File: src/rtl/alu_pkg.sv
// Shared definitions for the ALU operation sequencer: opcodes, block count,
// FSM state encoding and the opcode-to-enable decode.
package alu_pkg;

    localparam int NUM_OPS = 6;

    typedef enum logic [2:0] {
        OP_AND = 3'd0,
        OP_OR  = 3'd1,
        OP_XOR = 3'd2,
        OP_NOT = 3'd3,
        OP_ADD = 3'd4,
        OP_SUB = 3'd5
    } op_t;

    typedef enum logic [1:0] {
        S_IDLE = 2'd0,
        S_EXEC = 2'd1,
        S_DONE = 2'd2
    } state_t;

    // One-hot block enable; opcodes with no block decode to all-zero.
    function automatic logic [NUM_OPS-1:0] op_onehot(input logic [2:0] op);
        logic [NUM_OPS-1:0] dec;
        dec = '0;
        for (int i = 0; i < NUM_OPS; i++) begin
            dec[i] = (op == 3'(i));
        end
        return dec;
    endfunction

endpackage

File: src/rtl/alu_result_reg.sv
// Captures the merged block result and flags at the end of EXEC and holds
// them, with out_valid, until the consumer takes them.
module alu_result_reg #(
    parameter int WIDTH = 4
) (
    input  logic             clk,
    input  logic             rst,
    input  logic             capture,
    input  logic             out_ready,
    input  logic [WIDTH-1:0] block_result,
    input  logic             block_carry,
    input  logic             carry_en,
    input  logic             illegal,
    output logic             out_valid,
    output logic [WIDTH-1:0] result,
    output logic             zero_flag,
    output logic             carry_flag,
    output logic             illegal_op
);

    // Load on capture; only out_valid drops on handshake, data stays put.
    always_ff @(posedge clk or posedge rst) begin
        if (rst) begin
            out_valid  <= 1'b0;
            result     <= '0;
            zero_flag  <= 1'b0;
            carry_flag <= 1'b0;
            illegal_op <= 1'b0;
        end else if (capture) begin
            out_valid  <= 1'b1;
            result     <= block_result;
            zero_flag  <= (block_result == '0);
            carry_flag <= carry_en & block_carry;
            illegal_op <= illegal;
        end else if (out_valid && out_ready) begin
            out_valid  <= 1'b0;
        end
    end

endmodule

File: src/rtl/alu_op_sequencer.sv
// Request sequencer in front of the ALU operation blocks: accepts one
// request, enables exactly one block for one cycle, hands the captured
// result to the consumer.
//
//   state  | meaning
//   S_IDLE | in_ready high, waiting for a request
//   S_EXEC | selected block enabled for this single cycle
//   S_DONE | result held with out_valid until out_ready
module alu_op_sequencer
    import alu_pkg::*;
#(
    parameter int WIDTH   = 4,
    parameter int NUM_OPS = 6
) (
    input  logic               clk,
    input  logic               rst,
    input  logic               in_valid,
    output logic               in_ready,
    input  logic [2:0]         opcode,
    input  logic [WIDTH-1:0]   a,
    input  logic [WIDTH-1:0]   b,
    output logic [WIDTH-1:0]   op_a,
    output logic [WIDTH-1:0]   op_b,
    output logic [NUM_OPS-1:0] op_enable,
    input  logic [WIDTH-1:0]   block_result,
    input  logic               block_carry,
    output logic               out_valid,
    input  logic               out_ready,
    output logic [WIDTH-1:0]   result,
    output logic               zero_flag,
    output logic               carry_flag,
    output logic               illegal_op
);

    localparam logic [3:0] NUM_OPS_W = 4'(NUM_OPS);

    state_t     state_q;
    state_t     state_d;
    logic [2:0] opcode_q;
    logic       accept;
    logic       in_exec;
    logic       consume;
    logic       carry_en;
    logic       illegal;

    assign accept   = (state_q == S_IDLE) && in_valid && in_ready;
    assign in_exec  = (state_q == S_EXEC);
    assign consume  = (state_q == S_DONE) && out_ready;
    assign carry_en = (opcode_q == OP_ADD) || (opcode_q == OP_SUB);
    assign illegal  = ({1'b0, opcode_q} >= NUM_OPS_W);

    // State register.
    always_ff @(posedge clk or posedge rst) begin
        if (rst) begin
            state_q <= S_IDLE;
        end else begin
            state_q <= state_d;
        end
    end

    // Next-state: IDLE -> EXEC on accept, EXEC always one cycle, DONE until out_ready.
    always_comb begin
        state_d = state_q;
        unique case (state_q)
            S_IDLE:  if (accept) state_d = S_EXEC;
            S_EXEC:  state_d = S_DONE;
            S_DONE:  if (out_ready) state_d = S_IDLE;
            default: state_d = S_IDLE;
        endcase
    end

    // in_ready is registered: dropped on accept, restored when the result is taken.
    always_ff @(posedge clk or posedge rst) begin
        if (rst) begin
            in_ready <= 1'b1;
        end else if (accept) begin
            in_ready <= 1'b0;
        end else if (consume) begin
            in_ready <= 1'b1;
        end
    end

    // Operand and opcode latch; operands persist until the next accept.
    always_ff @(posedge clk or posedge rst) begin
        if (rst) begin
            op_a     <= '0;
            op_b     <= '0;
            opcode_q <= '0;
        end else if (accept) begin
            op_a     <= a;
            op_b     <= b;
            opcode_q <= opcode;
        end
    end

    // Block enable is high only for the EXEC cycle that follows an accept.
    always_ff @(posedge clk or posedge rst) begin
        if (rst) begin
            op_enable <= '0;
        end else if (accept) begin
            op_enable <= op_onehot(opcode);
        end else if (in_exec) begin
            op_enable <= '0;
        end
    end

    alu_result_reg #(
        .WIDTH(WIDTH)
    ) u_result_reg (
        .clk          (clk),
        .rst          (rst),
        .capture      (in_exec),
        .out_ready    (out_ready),
        .block_result (block_result),
        .block_carry  (block_carry),
        .carry_en     (carry_en),
        .illegal      (illegal),
        .out_valid    (out_valid),
        .result       (result),
        .zero_flag    (zero_flag),
        .carry_flag   (carry_flag),
        .illegal_op   (illegal_op)
    );

endmodule

File: config.mk
export PLATFORM = sky130hd
export DESIGN_NAME = alu_op_sequencer
export DESIGN_NICKNAME = d
export VERILOG_FILES = /design/src/rtl/alu_pkg.sv /design/src/rtl/alu_result_reg.sv /design/src/rtl/alu_op_sequencer.sv
export SDC_FILE = /design/constraint.sdc
export NUM_CORES = 1
export LEC_CHECK = 0
export ABC_AREA = 1
export BUFFER_PORTS_ARGS = -buffer_cell sky130_fd_sc_hd__buf_2
export CAP_MARGIN = 20
export CORE_MARGIN = 3
export CORE_UTILIZATION = 47
export DETAILED_ROUTE_END_ITERATION = 16
export PLACE_DENSITY = 0.82
export SLEW_MARGIN = 10
export SYNTH_ARGS = -nofsm -noshare
export SYNTH_HDL_FRONTEND = slang
export SYNTH_HIERARCHICAL = 1
export SYNTH_SLANG_ARGS = --single-unit
File: constraint.sdc
create_clock -name clk -period 1.19 [get_ports clk]
set_input_delay 0 -clock clk [delete_from_list [all_inputs] [get_ports clk]]
set_output_delay 0 -clock clk [all_outputs]
set_load 0.03 [all_outputs]
==> impl_metrics.tcl <==
set metrics [dict create \
    clk_path_buf_depth 2 \
    drv_slew 0 \
    synth_top_area_cell "dfrtp_1" \
    synthToLayoutAreaGrowth_pct 41.3 \
    clock_tree.root_cell "clkbuf_4" \
    peakVddDrop_mv 1.52 \
    grt_max_degree 20 \
    placed_cells 207 \
    clkTransAtPathRegs_ns 0.14 \
    final_cells 231 \
    startpoint_type "flop" \
    num_rows 17 \
    clock_latency_ns 0.32 \
    drc 0 \
    drt_iter0_drc 25 \
    dr_total_vias 1098 \
    syn_area_um2 1160 \
    synth.top_cell.area_share 0.559 \
    worstPathMaxFanout 19 \
    drtPass1Iterations 4 \
    routedWlPerCell_um 12.1 \
    min_period_ns 1.11 \
    maxCapViolations 0 \
    yosys.cell_types.count 13 \
    syn_inst 138 \
    worst-r2r-cell-count 5 \
    slew_headroom 0.711 \
    run_status "completed" \
    grt_overflow_total 0 \
    regToRegSetupSlack_ns 0.08 \
    period_share 0.931 \
    vias_per_cell 4.75 \
    cts_tree "done" \
    crit-reg2reg-launch "in_ready$_DFFE_PP1P_" \
    layout.nets 224 \
    fmax_mhz 903 \
    critPathCaptureType "flop" \
    h-tree-depth 1 \
    cp.arrival_ns 1.33 \
    yosys_warnings 6 \
    portBuffers 42 \
    power_density_nw_per_um2 2400 \
    diodes 0 \
    drt-total-wl_mm 2.80 \
    grt_pass1_wl_mm 4.53 \
    fill_cells 164 \
    syn-mean-instance-area_um2 8.43 \
    hold_path.class "primary input to async pin" \
    yosysSeqAreaShare 0.582 \
    dieHeight_um 55.8 \
    dpl.hpwl_mm 1.82 \
    tightest_slew_ns 0.434 \
    numCtsBuffers 3 \
    syn-num-nets 158 \
    ys_top_cells_by_area "dfrtp_1, nand2_1, nand3_1, buf_6, inv_1" \
    crit_required_ns 1.42 \
    die_width_um 55.8 \
    ys_ff_latch 27 \
    gp_congestion 0.737 \
    antenna_found_initial 0 \
    ant_nets 0 \
    coreArea_um2 2280 \
    worstReg2RegEnd "op_enable[2]$_DFFE_PP0P_" \
    p_leak_uw 0.000966 \
    hold_violations 0 \
    fin_skew_ns 0.00207 \
    power_uw 3950 \
    ios 43 \
    grt_pass1_vias 1037 \
    finalSetupViolations 0 \
    final_layout_size_suffix_gt1_frac 0.310 \
    initial_core_util 0.511 \
    critical_path_class "flop to flop" \
    die-area_um2 3110 \
    grt_usage 0.182 \
    postLayoutCoreUtil 0.722 \
    cts_num_sinks 27 \
]
-- synthesized netlist by cell type, drive strengths merged --
cell and number:
nand3 9, nor2 10, nand2 68, inv 15, dfstp 1, o21ai 4, buf 4, dfrtp 26
nor3 1
-- critical path: stages (launching register included) --
cell     delay (ns)
dfstp_2        0.57
nand2_2        0.08
inv_2          0.10
nand2_8        0.10
nand3_1        0.10
nand2_1        0.05
-- sequential cells by signal, indices dropped and copies added (netlist names) --
name	flops
u_result_reg/illegal_op	1
u_result_reg/zero_flag	1
op_enable	6
op_a	4
op_b	4
u_result_reg/result	4
u_result_reg/carry_flag	1
u_result_reg/out_valid	1
in_ready	1
opcode_q	2
state_q	2
-- what timing repair did --
action                                  4_1_cts  5_1_grt
endpoints found under the hold margin        43        0
hold buffers                                 19        0
pin swaps                                     0        1
endpoints found under the setup margin       16       14
buffers inserted                              0        1
gates resized for setup                       1        2
-- placed cells by master (no fill, tap or decap) --
master	n
nor2_2	1
nand2_8	1
dfstp_2	1
inv_1	11
o21ai_2	2
buf_2	42
buf_12	1
nand2_2	4
o21ai_0	2
nor2_1	8
buf_4	3
nand3_1	9
nor2_4	1
nand2_1	63
inv_2	4
nor3_1	1
clkbuf_4	3
clkbuf_1	1
dfrtp_1	26
dlygate4sd3_1	19
-- logic make-up after synthesis --
family / after synthesis / share of synthesized area
buffers and inverters: 19 / 0.0871
AND/OR/NAND/NOR: 88 / 0.308
flip-flops: 27 / 0.582
AO/OA/AOI/OAI: 4 / 0.0237
-- how the worst max path moves through the flow --
stage                                     from                  endpoint  slack, ns  depth (start not counted)
after global routing      in_ready$_DFFE_PP1P_  op_enable[2]$_DFFE_PP0P_     -0.006                          5
after global placement    in_ready$_DFFE_PP1P_   opcode_q[1]$_DFFE_PP0P_       0.02                          5
after detailed placement  in_ready$_DFFE_PP1P_  op_enable[2]$_DFFE_PP0P_      -0.03                          5
after floorplan           in_ready$_DFFE_PP1P_  op_enable[1]$_DFFE_PP0P_     0.0003                          6
final                     in_ready$_DFFE_PP1P_  op_enable[2]$_DFFE_PP0P_       0.08                          5
after CTS                 in_ready$_DFFE_PP1P_  op_enable[2]$_DFFE_PP0P_      0.003                          4
-- power by group --
| part | leakage [uW] | total, uW | internal (uW) | switching, uW |
|---|---|---|---|---|
| combinational | 0.000605 | 2020 | 625 | 1390 |
| clock | 0.0000150 | 388 | 131 | 257 |
| sequential | 0.000347 | 1550 | 1310 | 235 |
-- metrics by stage --
step | hold slack (ns) | TNS (ns) | cell area, um^2 | worst slack (ns)
2_1_floorplan | -0.184 | 0 | 1170 | 0.000346
3_3_place_gp | -0.0371 | 0 | 1390 | 0.0154
3_5_place_dp | -0.0297 | -0.144 | 1390 | -0.0318
4_1_cts | 0.158 | 0 | 1610 | 0.00285
5_1_grt | 0.181 | -0.00596 | 1640 | -0.00596
6_report | 0.158 | 0 | 1640 | 0.0826
-- layer usage --
metal,routed length (um),up-vias,track usage
met2,1510,36,0.338
met1,1090,511,0.204
met4,46,0,0.0729
li1,-,547,-
met5,0,-,0
met3,151,4,0.0325
-- area by class of cell --
cell class | instances | area [um^2] | share of cell area
sequential | 27 | 677 | 0.412
tap | 28 | 35.0 | 0.0213
timing repair buffer | 65 | 443 | 0.269
multi-input combinational | 92 | 407 | 0.247
clock buffer | 4 | 26.3 | 0.0160
inverter | 15 | 56.3 | 0.0342
Power figures use the tool's default switching activity.
